### config.mk
export PLATFORM = sky130hd
export DESIGN_NAME = uart_rx_fifo_flat
export DESIGN_NICKNAME = d
export VERILOG_FILES = /design/src/rtl/uart_rx_fifo_if.sv /design/src/rtl/uart_rx_fifo.sv /design/src/flat_wrapper.sv
export SDC_FILE = /design/constraint.sdc
export NUM_CORES = 1
export LEC_CHECK = 0
export BUFFER_PORTS_ARGS = -buffer_cell sky130_fd_sc_hd__buf_4
export CAP_MARGIN = 20
export CORE_MARGIN = 2
export CORE_UTILIZATION = 60
export DETAILED_ROUTE_END_ITERATION = 16
export PLACE_DENSITY = 0.83
export SLEW_MARGIN = 15
export SYNTH_ARGS = -nofsm -noshare
export SYNTH_HDL_FRONTEND = slang
export SYNTH_SLANG_ARGS = --single-unit
### constraint.sdc
create_clock -name sysclk -period 6.4 [get_ports sysclk]
set_input_delay 0.64 -clock sysclk [delete_from_list [all_inputs] [get_ports sysclk]]
set_output_delay 0.64 -clock sysclk [all_outputs]
set_load 0.01 [all_outputs]
### src/rtl/uart_rx_fifo_if.sv
// Consumer-side port bundle of uart_rx_fifo: head-entry handshake, status and overrun clear.
interface uart_rx_fifo_if #(
   parameter int DATA_BITS  = 8,
   parameter int FIFO_DEPTH = 4
);
   logic                          rx_valid;
   logic                          rx_ready;
   logic [DATA_BITS-1:0]          rx_data;
   logic                          rx_perr;
   logic                          rx_ferr;
   logic                          rx_overrun;
   logic                          ovr_clr;
   logic [$clog2(FIFO_DEPTH):0]   rx_count;

   modport master (
      output rx_valid, rx_data, rx_perr, rx_ferr, rx_overrun, rx_count,
      input  rx_ready, ovr_clr
   );

   modport slave (
      input  rx_valid, rx_data, rx_perr, rx_ferr, rx_overrun, rx_count,
      output rx_ready, ovr_clr
   );
endinterface

### src/rtl/uart_rx_fifo.sv
// Single-clock UART receiver with 16x oversampling, 3-sample majority vote and a
// show-ahead character FIFO carrying per-character parity/framing flags.
module uart_rx_fifo #(
   parameter int CLK_FREQ   = 50_000_000,
   parameter int BAUD       = 9600,
   parameter int DATA_BITS  = 8,
   parameter int PARITY     = 0,
   parameter int STOP_BITS  = 1,
   parameter int FIFO_DEPTH = 4
) (
   input  logic           sysclk,
   input  logic           reset,
   input  logic           uart_rx,
   uart_rx_fifo_if.master rx
);
   localparam int DIV = CLK_FREQ / (BAUD * 16);
   localparam int DW  = (DIV > 2) ? $clog2(DIV) : 1;
   localparam int AW  = $clog2(FIFO_DEPTH);
   localparam int IW  = $clog2(DATA_BITS);
   localparam int EW  = DATA_BITS + 2;

   localparam logic [2:0] S_IDLE  = 3'd0;
   localparam logic [2:0] S_START = 3'd1;
   localparam logic [2:0] S_DATA  = 3'd2;
   localparam logic [2:0] S_PAR   = 3'd3;
   localparam logic [2:0] S_STOP  = 3'd4;
   localparam logic [2:0] S_BREAK = 3'd5;

   generate
      if (DIV < 2 || STOP_BITS < 1 || STOP_BITS > 2 || DATA_BITS < 5 || DATA_BITS > 9 ||
          PARITY < 0 || PARITY > 2 || FIFO_DEPTH < 2 || (FIFO_DEPTH & (FIFO_DEPTH - 1)) != 0)
      begin : g_bad_cfg
         $error("uart_rx_fifo: unsupported parameter set");
      end
   endgenerate

   // ---------------------------------------------------------------- input sync
   logic s1, s2, rxs;

   always_ff @(posedge sysclk or negedge reset) begin
      if (!reset) begin
         s1 <= 1'b1;
         s2 <= 1'b1;
      end else begin
         s1 <= uart_rx;
         s2 <= s1;
      end
   end
   assign rxs = s2;

   // ---------------------------------------------------------------- 16x tick
   logic [DW-1:0] div_cnt;
   logic          tick;

   assign tick = (div_cnt == DW'(DIV - 1));

   always_ff @(posedge sysclk or negedge reset) begin
      if (!reset)    div_cnt <= '0;
      else if (tick) div_cnt <= '0;
      else           div_cnt <= div_cnt + DW'(1);
   end

   // ---------------------------------------------------------------- receiver FSM
   logic [2:0]           state;
   logic [3:0]           ph, phn;
   logic [1:0]           samp;
   logic [DATA_BITS-1:0] shreg;
   logic [IW-1:0]        idx;
   logic                 perr_q;
   logic                 bitv;
   logic                 push;

   // phn is the phase this tick represents; the start-detect tick itself is phase 0
   assign phn  = ph + 4'd1;
   assign bitv = (samp[0] & samp[1]) | (samp[0] & rxs) | (samp[1] & rxs);
   assign push = tick && (state == S_STOP) && (phn == 4'd9);

   always_ff @(posedge sysclk or negedge reset) begin
      if (!reset) begin
         state  <= S_IDLE;
         ph     <= '0;
         samp   <= '0;
         shreg  <= '0;
         idx    <= '0;
         perr_q <= 1'b0;
      end else if (tick) begin
         ph <= phn;
         if (phn == 4'd7 || phn == 4'd8) samp <= {samp[0], rxs};
         case (state)
            S_IDLE: begin
               if (!rxs) begin
                  state  <= S_START;
                  ph     <= '0;
                  shreg  <= '0;
                  perr_q <= 1'b0;
               end
            end
            S_START: begin
               if (phn == 4'd7 && rxs) state <= S_IDLE;
               else if (phn == 4'd15) begin
                  state <= S_DATA;
                  idx   <= '0;
               end
            end
            S_DATA: begin
               if (phn == 4'd9) shreg[idx] <= bitv;
               if (phn == 4'd15) begin
                  if (idx == IW'(DATA_BITS - 1)) state <= (PARITY != 0) ? S_PAR : S_STOP;
                  else                           idx   <= idx + IW'(1);
               end
            end
            S_PAR: begin
               if (phn == 4'd9)  perr_q <= ((^shreg) ^ bitv) != (PARITY == 1);
               if (phn == 4'd15) state  <= S_STOP;
            end
            // Leaving at mid-stop lets the next start edge resync immediately.
            S_STOP: begin
               if (phn == 4'd9) state <= bitv ? S_IDLE : S_BREAK;
            end
            S_BREAK: begin
               if (rxs) state <= S_IDLE;
            end
            default: state <= S_IDLE;
         endcase
      end
   end

   // ---------------------------------------------------------------- FIFO
   logic [EW-1:0] mem [FIFO_DEPTH];
   logic [EW-1:0] head;
   logic [AW-1:0] wptr, rptr;
   logic [AW:0]   count, count_nxt;
   logic          valid_q, ovr_q;
   logic          pop, full, wr_en, ovr_set;

   assign pop       = valid_q && rx.rx_ready;
   assign full      = (count == (AW+1)'(FIFO_DEPTH));
   assign wr_en     = push && (!full || pop);
   assign ovr_set   = push && full && !pop;
   assign count_nxt = count + (AW+1)'(wr_en) - (AW+1)'(pop);

   always_ff @(posedge sysclk) begin
      if (wr_en) mem[wptr] <= {!bitv, perr_q, shreg};
   end

   always_ff @(posedge sysclk or negedge reset) begin
      if (!reset) begin
         wptr    <= '0;
         rptr    <= '0;
         count   <= '0;
         valid_q <= 1'b0;
      end else begin
         if (wr_en) wptr <= wptr + AW'(1);
         if (pop)   rptr <= rptr + AW'(1);
         count   <= count_nxt;
         valid_q <= (count_nxt != '0);
      end
   end

   // A drop in the same cycle as a clear must leave the flag set.
   always_ff @(posedge sysclk or negedge reset) begin
      if (!reset)          ovr_q <= 1'b0;
      else if (ovr_set)    ovr_q <= 1'b1;
      else if (rx.ovr_clr) ovr_q <= 1'b0;
   end

   assign head          = mem[rptr];
   assign rx.rx_valid   = valid_q;
   assign rx.rx_data    = valid_q ? head[DATA_BITS-1:0] : '0;
   assign rx.rx_perr    = valid_q & head[DATA_BITS];
   assign rx.rx_ferr    = valid_q & head[DATA_BITS+1];
   assign rx.rx_overrun = ovr_q;
   assign rx.rx_count   = count;
endmodule

### src/flat_wrapper.sv
// flat-port wrapper written by rule: the top's interface ports become plain ports
module uart_rx_fifo_flat 
#(
   parameter int CLK_FREQ   = 50_000_000,
   parameter int BAUD       = 9600,
   parameter int DATA_BITS  = 8,
   parameter int PARITY     = 0,
   parameter int STOP_BITS  = 1,
   parameter int FIFO_DEPTH = 4
)
  (sysclk, reset, uart_rx, rx_rx_valid, rx_rx_data, rx_rx_perr, rx_rx_ferr, rx_rx_overrun, rx_rx_count, rx_rx_ready, rx_ovr_clr);
  uart_rx_fifo_if #(.DATA_BITS(DATA_BITS), .FIFO_DEPTH(FIFO_DEPTH)) rx_i ();
  input  logic sysclk;
  input  logic reset;
  input  logic uart_rx;
  output wire logic [$bits(rx_i.rx_valid)-1:0] rx_rx_valid;
  output wire logic [$bits(rx_i.rx_data)-1:0] rx_rx_data;
  output wire logic [$bits(rx_i.rx_perr)-1:0] rx_rx_perr;
  output wire logic [$bits(rx_i.rx_ferr)-1:0] rx_rx_ferr;
  output wire logic [$bits(rx_i.rx_overrun)-1:0] rx_rx_overrun;
  output wire logic [$bits(rx_i.rx_count)-1:0] rx_rx_count;
  input wire logic [$bits(rx_i.rx_ready)-1:0] rx_rx_ready;
  input wire logic [$bits(rx_i.ovr_clr)-1:0] rx_ovr_clr;
  assign rx_rx_valid = rx_i.rx_valid;
  assign rx_rx_data = rx_i.rx_data;
  assign rx_rx_perr = rx_i.rx_perr;
  assign rx_rx_ferr = rx_i.rx_ferr;
  assign rx_rx_overrun = rx_i.rx_overrun;
  assign rx_rx_count = rx_i.rx_count;
  assign rx_i.rx_ready = rx_rx_ready;
  assign rx_i.ovr_clr = rx_ovr_clr;
  uart_rx_fifo #(.CLK_FREQ(CLK_FREQ), .BAUD(BAUD), .DATA_BITS(DATA_BITS), .PARITY(PARITY), .STOP_BITS(STOP_BITS), .FIFO_DEPTH(FIFO_DEPTH)) u_core (.sysclk(sysclk), .reset(reset), .uart_rx(uart_rx), .rx(rx_i));
endmodule
; Word level (Yosys, flattened, before mapping)
; Memories as Yosys holds them, arrays and structs flattened.
; Cells that the tools add are included.
[totals]
reg_bits = 41
ram_bits = 40
inputBits = 5
output_inout_bits = 15
wordCells = 113
mem_count = 1
[op_classes]
n_addsub = 7
magnitude_cmp = 2
eq_ne = 24
n_mux = 32
bitwise = 8
reduce_logical = 25
[mem_list]
columns = memory, depth, width, rd, rd_clocked_by_memory_dff, wr, line_no
row1 = u_core.mem, 4, 10, 1, 0, 1, uart_rx_fifo.sv:129  ; logic [EW-1:0] mem [FIFO_DEPTH];
[ops]
columns = operator, count
row1 = $mux W3, 13
row2 = $mux W8, 3
row3 = $pmux W3 S6, 1
row4 = $pmux W8 S2, 1
row5 = $ne A2 B1 Y1 const B, 7
row6 = $eq A3 B3 Y1 const B, 4
row7 = $eq A4 B4 Y1 const B, 3
row8 = $add A9 B1 Y9 const B, 1
row9 = $eq A9 B9 Y1 const B, 1
row10 = $mux W9, 1
row11 = $bwmux W8, 1
row12 = $logic_and A1 B1 Y1, 8
row13 = $mux W4, 2
row14 = $ne A2 B2 Y1 const B, 4
row15 = $reduce_and A4 Y1, 2
row16 = $reduce_and A8 Y1, 1
row17 = $reduce_bool A2 Y1, 4
row18 = $reduce_xor A8 Y1, 1
row19 = $mux W1, 7
row20 = $eq A3 B2 Y1 const B, 2
row21 = $pmux W3 S2, 1
row22 = $reduce_and A6 Y1, 1
row23 = $and A1 B1 Y1, 5
row24 = $add A2 B1 Y2 const B, 2
row25 = other kinds (18), 22

; Depth between registers and ports, before layout
[logic_depth]
word_depth = 7
ltp_mapped = 11
depth_no_buf = 11

; Least setup slack after synthesis
; OpenSTA, ideal clock, no wires.
[synth_timing]
path_kind = input to register
start = input rx_rx_ready
end = register u_core.valid_q, in the netlist u_core.rx.rx_valid
setup_time_ps = 131
arrival_ps = 2668
t_required_ps = 6269
slack_ps = 3600
path_stages = 9
n_path_buf = 1
cell_sequence = and2_1 -> clkbuf_1 -> nor4b_1 -> nor4_4 -> ha_1 -> fa_1 -> xnor2_1 -> xnor2_1 -> or3_1
[synth_via]
elab_chain_len = 6
[synth_lines]
columns = element, line_no
row1 = "start, declared", flat_wrapper.sv:22  ; input wire logic [$bits(rx_i.rx_ready)-1:0] rx_rx_ready;
row2 = $logic_and A1 B1 Y1 (*), uart_rx_fifo.sv:136  ; assign pop = valid_q && rx.rx_ready;
row3 = $logic_or A1 B1 Y1, uart_rx_fifo.sv:138  ; assign wr_en = push && (!full || pop);
row4 = $logic_and A1 B1 Y1, uart_rx_fifo.sv:138
row5 = $add A3 B1 Y3, uart_rx_fifo.sv:140  ; assign count_nxt = count + (AW+1)'(wr_en) - (AW+1)'(pop);
row6 = $sub A3 B1 Y3 (*), uart_rx_fifo.sv:140
row7 = named net u_core.count_nxt[2], uart_rx_fifo.sv:132  ; logic [AW:0] count, count_nxt;
row8 = $reduce_bool A3 Y1 (*), uart_rx_fifo.sv:156  ; valid_q <= (count_nxt != '0);
row9 = "end signal, assigned", uart_rx_fifo.sv:156
row10 = "end, declared", uart_rx_fifo.sv:133  ; logic valid_q, ovr_q;
; Mark *: on every way through the listed nets, which the timed path passes. The rest lies on a longest branch.
; A chain may end at the register's enable or synchronous reset.

; Final worst setup path
[layout_timing]
start = register u_core.ph[0]
end = register u_core.valid_q, in the netlist u_core.rx.rx_valid
[layout_via]
elab_chain_len = 7
[layout_lines]
columns = element, line_no
row1 = "start, declared", uart_rx_fifo.sv:65  ; logic [3:0] ph, phn;
row2 = "start signal, assigned", uart_rx_fifo.sv:87  ; ph <= phn;
row3 = $add A4 B1 Y4, uart_rx_fifo.sv:74  ; assign phn = ph + 4'd1;
row4 = $eq A4 B4 Y1, uart_rx_fifo.sv:76  ; assign push = tick && (state == S_STOP) && (phn == 4'd9);
row5 = $logic_and A1 B1 Y1, uart_rx_fifo.sv:76
row6 = $logic_and A1 B1 Y1, uart_rx_fifo.sv:138
row7 = $add A3 B1 Y3, uart_rx_fifo.sv:140
row8 = $sub A3 B1 Y3, uart_rx_fifo.sv:140
row9 = named net u_core.count_nxt[1], uart_rx_fifo.sv:132
row10 = $reduce_bool A3 Y1, uart_rx_fifo.sv:156
; The timed path passes the listed nets, and every way through them passes these cells.

==> impl_metrics.json <==
{
  "status": "complete, but fails checks",
  "violations": "design-rule violations",
  "ys_types": 64,
  "seq_area_frac_synth": 0.556,
  "hold_buffers": 0,
  "tns_ns": 0,
  "antenna_left": 0,
  "cts_made_buffers": 9,
  "synth_top_area_frac": 0.299,
  "crit_type": "flop to flop",
  "final_cells": 410,
  "fin_nets": 347,
  "htreeDepth": 3,
  "start_util": 0.625,
  "hold_ws_ns": 0.259,
  "core_area_mm2": 0.00642,
  "syn_nets": 331,
  "syn_avg_cell_area_um2": 12.9,
  "syn-cell-area_mm2": 0.00401,
  "vias": 2440,
  "syn_to_final_growth_pct": 9.26,
  "num_antenna_cells": 0,
  "synth_common_cells": "edfxtp_1, dfrtp_1, inv_1",
  "worst_path_max_delay_cell": "dfrtp_1",
  "groute.usage.overall": 0.218,
  "cts_root_buf": "clkbuf_8",
  "die_x_um": 85.8,
  "num_rows": 29,
  "ys_ff_latch": 81,
  "fin_skew_ns": 0.00884,
  "insertion_delay_ns": 0.35,
  "synth_top_cell_by_area": "edfxtp_1",
  "min_period_ns": 3.10,
  "cp-end-kind": "flop",
  "period_share": 0.484,
  "yosysWarnings": 0,
  "cp.required_ns": 6.64,
  "dpl.hpwl_mm": 4.88,
  "power_density_mw_per_mm2": 252,
  "rsz0062_at_grt": "false",
  "path_max_fanout": 11,
  "post-cts-setup-buffers": 0,
  "drt-vias-per-instance": 5.95,
  "relSlewSlack": 0.490,
  "path_clk_slew_ns": 0.09,
  "cts.path.max_buffers": 2,
  "synth.most_common_cell": "edfxtp_1",
  "synth_cells": 312,
  "arrival_ns": 3.33,
  "peakVddDrop_mv": 0.128,
  "drv_cap": 0,
  "dr.pass1.iters": 11,
  "io_pins": 20,
  "fillers": 476,
  "routed_wirelength_mm": 7.22,
  "wl_per_cell_um": 17.6,
  "grt_max_degree": 42,
  "grt_antenna_before_repair": 0,
  "setup_viol": 0,
  "ys_top_cells_by_area": "edfxtp_1, dfrtp_1, mux4_2, ha_1, xnor2_1",
  "fin_area_mm2": 0.00438,
  "max_freq_mhz": 323,
  "placed_area_mm2": 0.00418,
  "worstMarginPinSlew_ns": 0.755,
  "die_h_um": 85.8,
  "grt_pass1_wl_mm": 12.2,
  "first_iter_violations": 220,
  "numPortBuffers": 19,
  "finalHoldViolCount": 0,
  "synth-async-reset-ratio": 0.506,
  "ctsResizeCount": 0,
  "drc": 4,
  "path_common_cell": "ha_1",
  "grt_pass1_vias": 2441,
  "crit_chain": "ha_1 -> nand2_1 -> a211oi_2 -> nor2_2 -> nor4_4 -> ha_1 -> fa_1 -> or3_1",
  "synth_edf_count": 40,
  "cts_sinks": 81,
  "dieArea_mm2": 0.00736,
  "p_leak_nw": 1.82,
  "place_congestion": 0.870,
  "crit_path_start_kind": "flop",
  "grt-ovfl-total": 0,
  "cts_tree": "yes",
  "yosys_most_used_dff": "edfxtp_1",
  "hold_class": "primary input to async pin",
  "cpPeakStageDelay_ns": 0.49,
  "layout-drive-gt1-share": 0.210,
  "drv_slew": 0,
  "dp_cells": 394
}
-- metal layers --
layer  track usage  routed length, um  vias up
met1         0.288               3160     1209
met5             0                  0        -
li1              -                  -     1165
met3        0.0404                340        7
met4        0.0880                 85        0
met2         0.358               3630       59
-- kinds of logic (layout without fill, tap and decap cells) --
group,count (synthesis),in the layout,share of synthesized area
multiplexers,18,18,0.0786
adder cells (fa/ha/maj),14,14,0.0455
buffers and inverters,35,56,0.0374
flip-flops,81,81,0.556
XOR/XNOR,22,22,0.0480
AO/OA/AOI/OAI,55,55,0.104
AND/OR/NAND/NOR,87,87,0.130
-- final cells by class --
type	count	area (um2)	share of cell area
multi-input combinational	196	1630	0.372
clock inverter	7	80.1	0.0183
timing repair buffer	19	143	0.0325
sequential	81	2230	0.509
tap	77	96.3	0.0220
clock buffer	9	124	0.0283
inverter	21	78.8	0.0180
-- state kept, by name, indices dropped and copies added, names as in the netlist, 3 cells and up --
register,cells
u_core.div_cnt,9
u_core.shreg,8
u_core.rx.rx_count,3
u_core.mem,40
u_core.ph,4
u_core.idx,3
u_core.state,3
-- critical path, delay by kind of cell (launching register included) --
| family | cells | cell delay [ns] |
|---|---|---|
| AO/OA/AOI/OAI | 1 | 0.30 |
| adder cells (fa/ha/maj) | 3 | 1.12 |
| flip-flops | 1 | 0.49 |
| AND/OR/NAND/NOR | 4 | 1.07 |
-- through the flow --
stage	utilization	setup slack [ns]	total power, mW
final	0.682	3.30	1.10
after detailed placement	0.651	3.31	0.740
after CTS	0.682	3.29	1.11
after global routing	0.682	3.07	1.15
after global placement	0.651	3.40	0.735
after floorplan	-	3.60	0.696
-- final timing paths --
kind | from | to | slack [ns] | depth (start not counted)
worst min-delay path | reset | u_core.div_cnt[7] | 0.26 | 1
worst min register to register | u_core.s1 | u_core.rxs | 0.36 | 0
max in group asynchronous | reset | u_core.s1 | 5.76 | 1
worst max-delay path | u_core.ph[0] | u_core.rx.rx_valid | 3.30 | 8
min in group sysclk | u_core.s1 | u_core.rxs | 0.36 | 0
worst max register to register | u_core.ph[0] | u_core.rx.rx_valid | 3.30 | 8
-- cells in the final DEF, fill, tap and decap left out, drive strengths merged, types with 3 or more instances in the layout --
cell type | synthesis | layout
xnor2 | 17 | 17
and2 | 16 | 16
dfrtp | 39 | 39
mux2 | 5 | 5
nand2 | 13 | 13
buf | 5 | 19
mux4 | 10 | 10
and3 | 3 | 3
nand3b | 3 | 3
clkinv | 0 | 3
a22o | 3 | 3
nand2b | 6 | 6
nand3 | 10 | 10
nor2b | 3 | 3
inv | 21 | 22
o21ai | 18 | 18
clkbuf | 9 | 9
xor2 | 5 | 5
nor2 | 18 | 18
nor4 | 3 | 3
a21oi | 9 | 9
ha | 13 | 13
edfxtp | 40 | 40
mux2i | 3 | 3
-- power breakdown --
part	internal, mW	switching [mW]	leakage [nW]
registers	0.562	0.0480	0.977
clock network	0.184	0.193	0.0975
logic	0.0699	0.0465	0.742
total	0.816	0.287	1.82
Power figures use the tool's default switching activity.
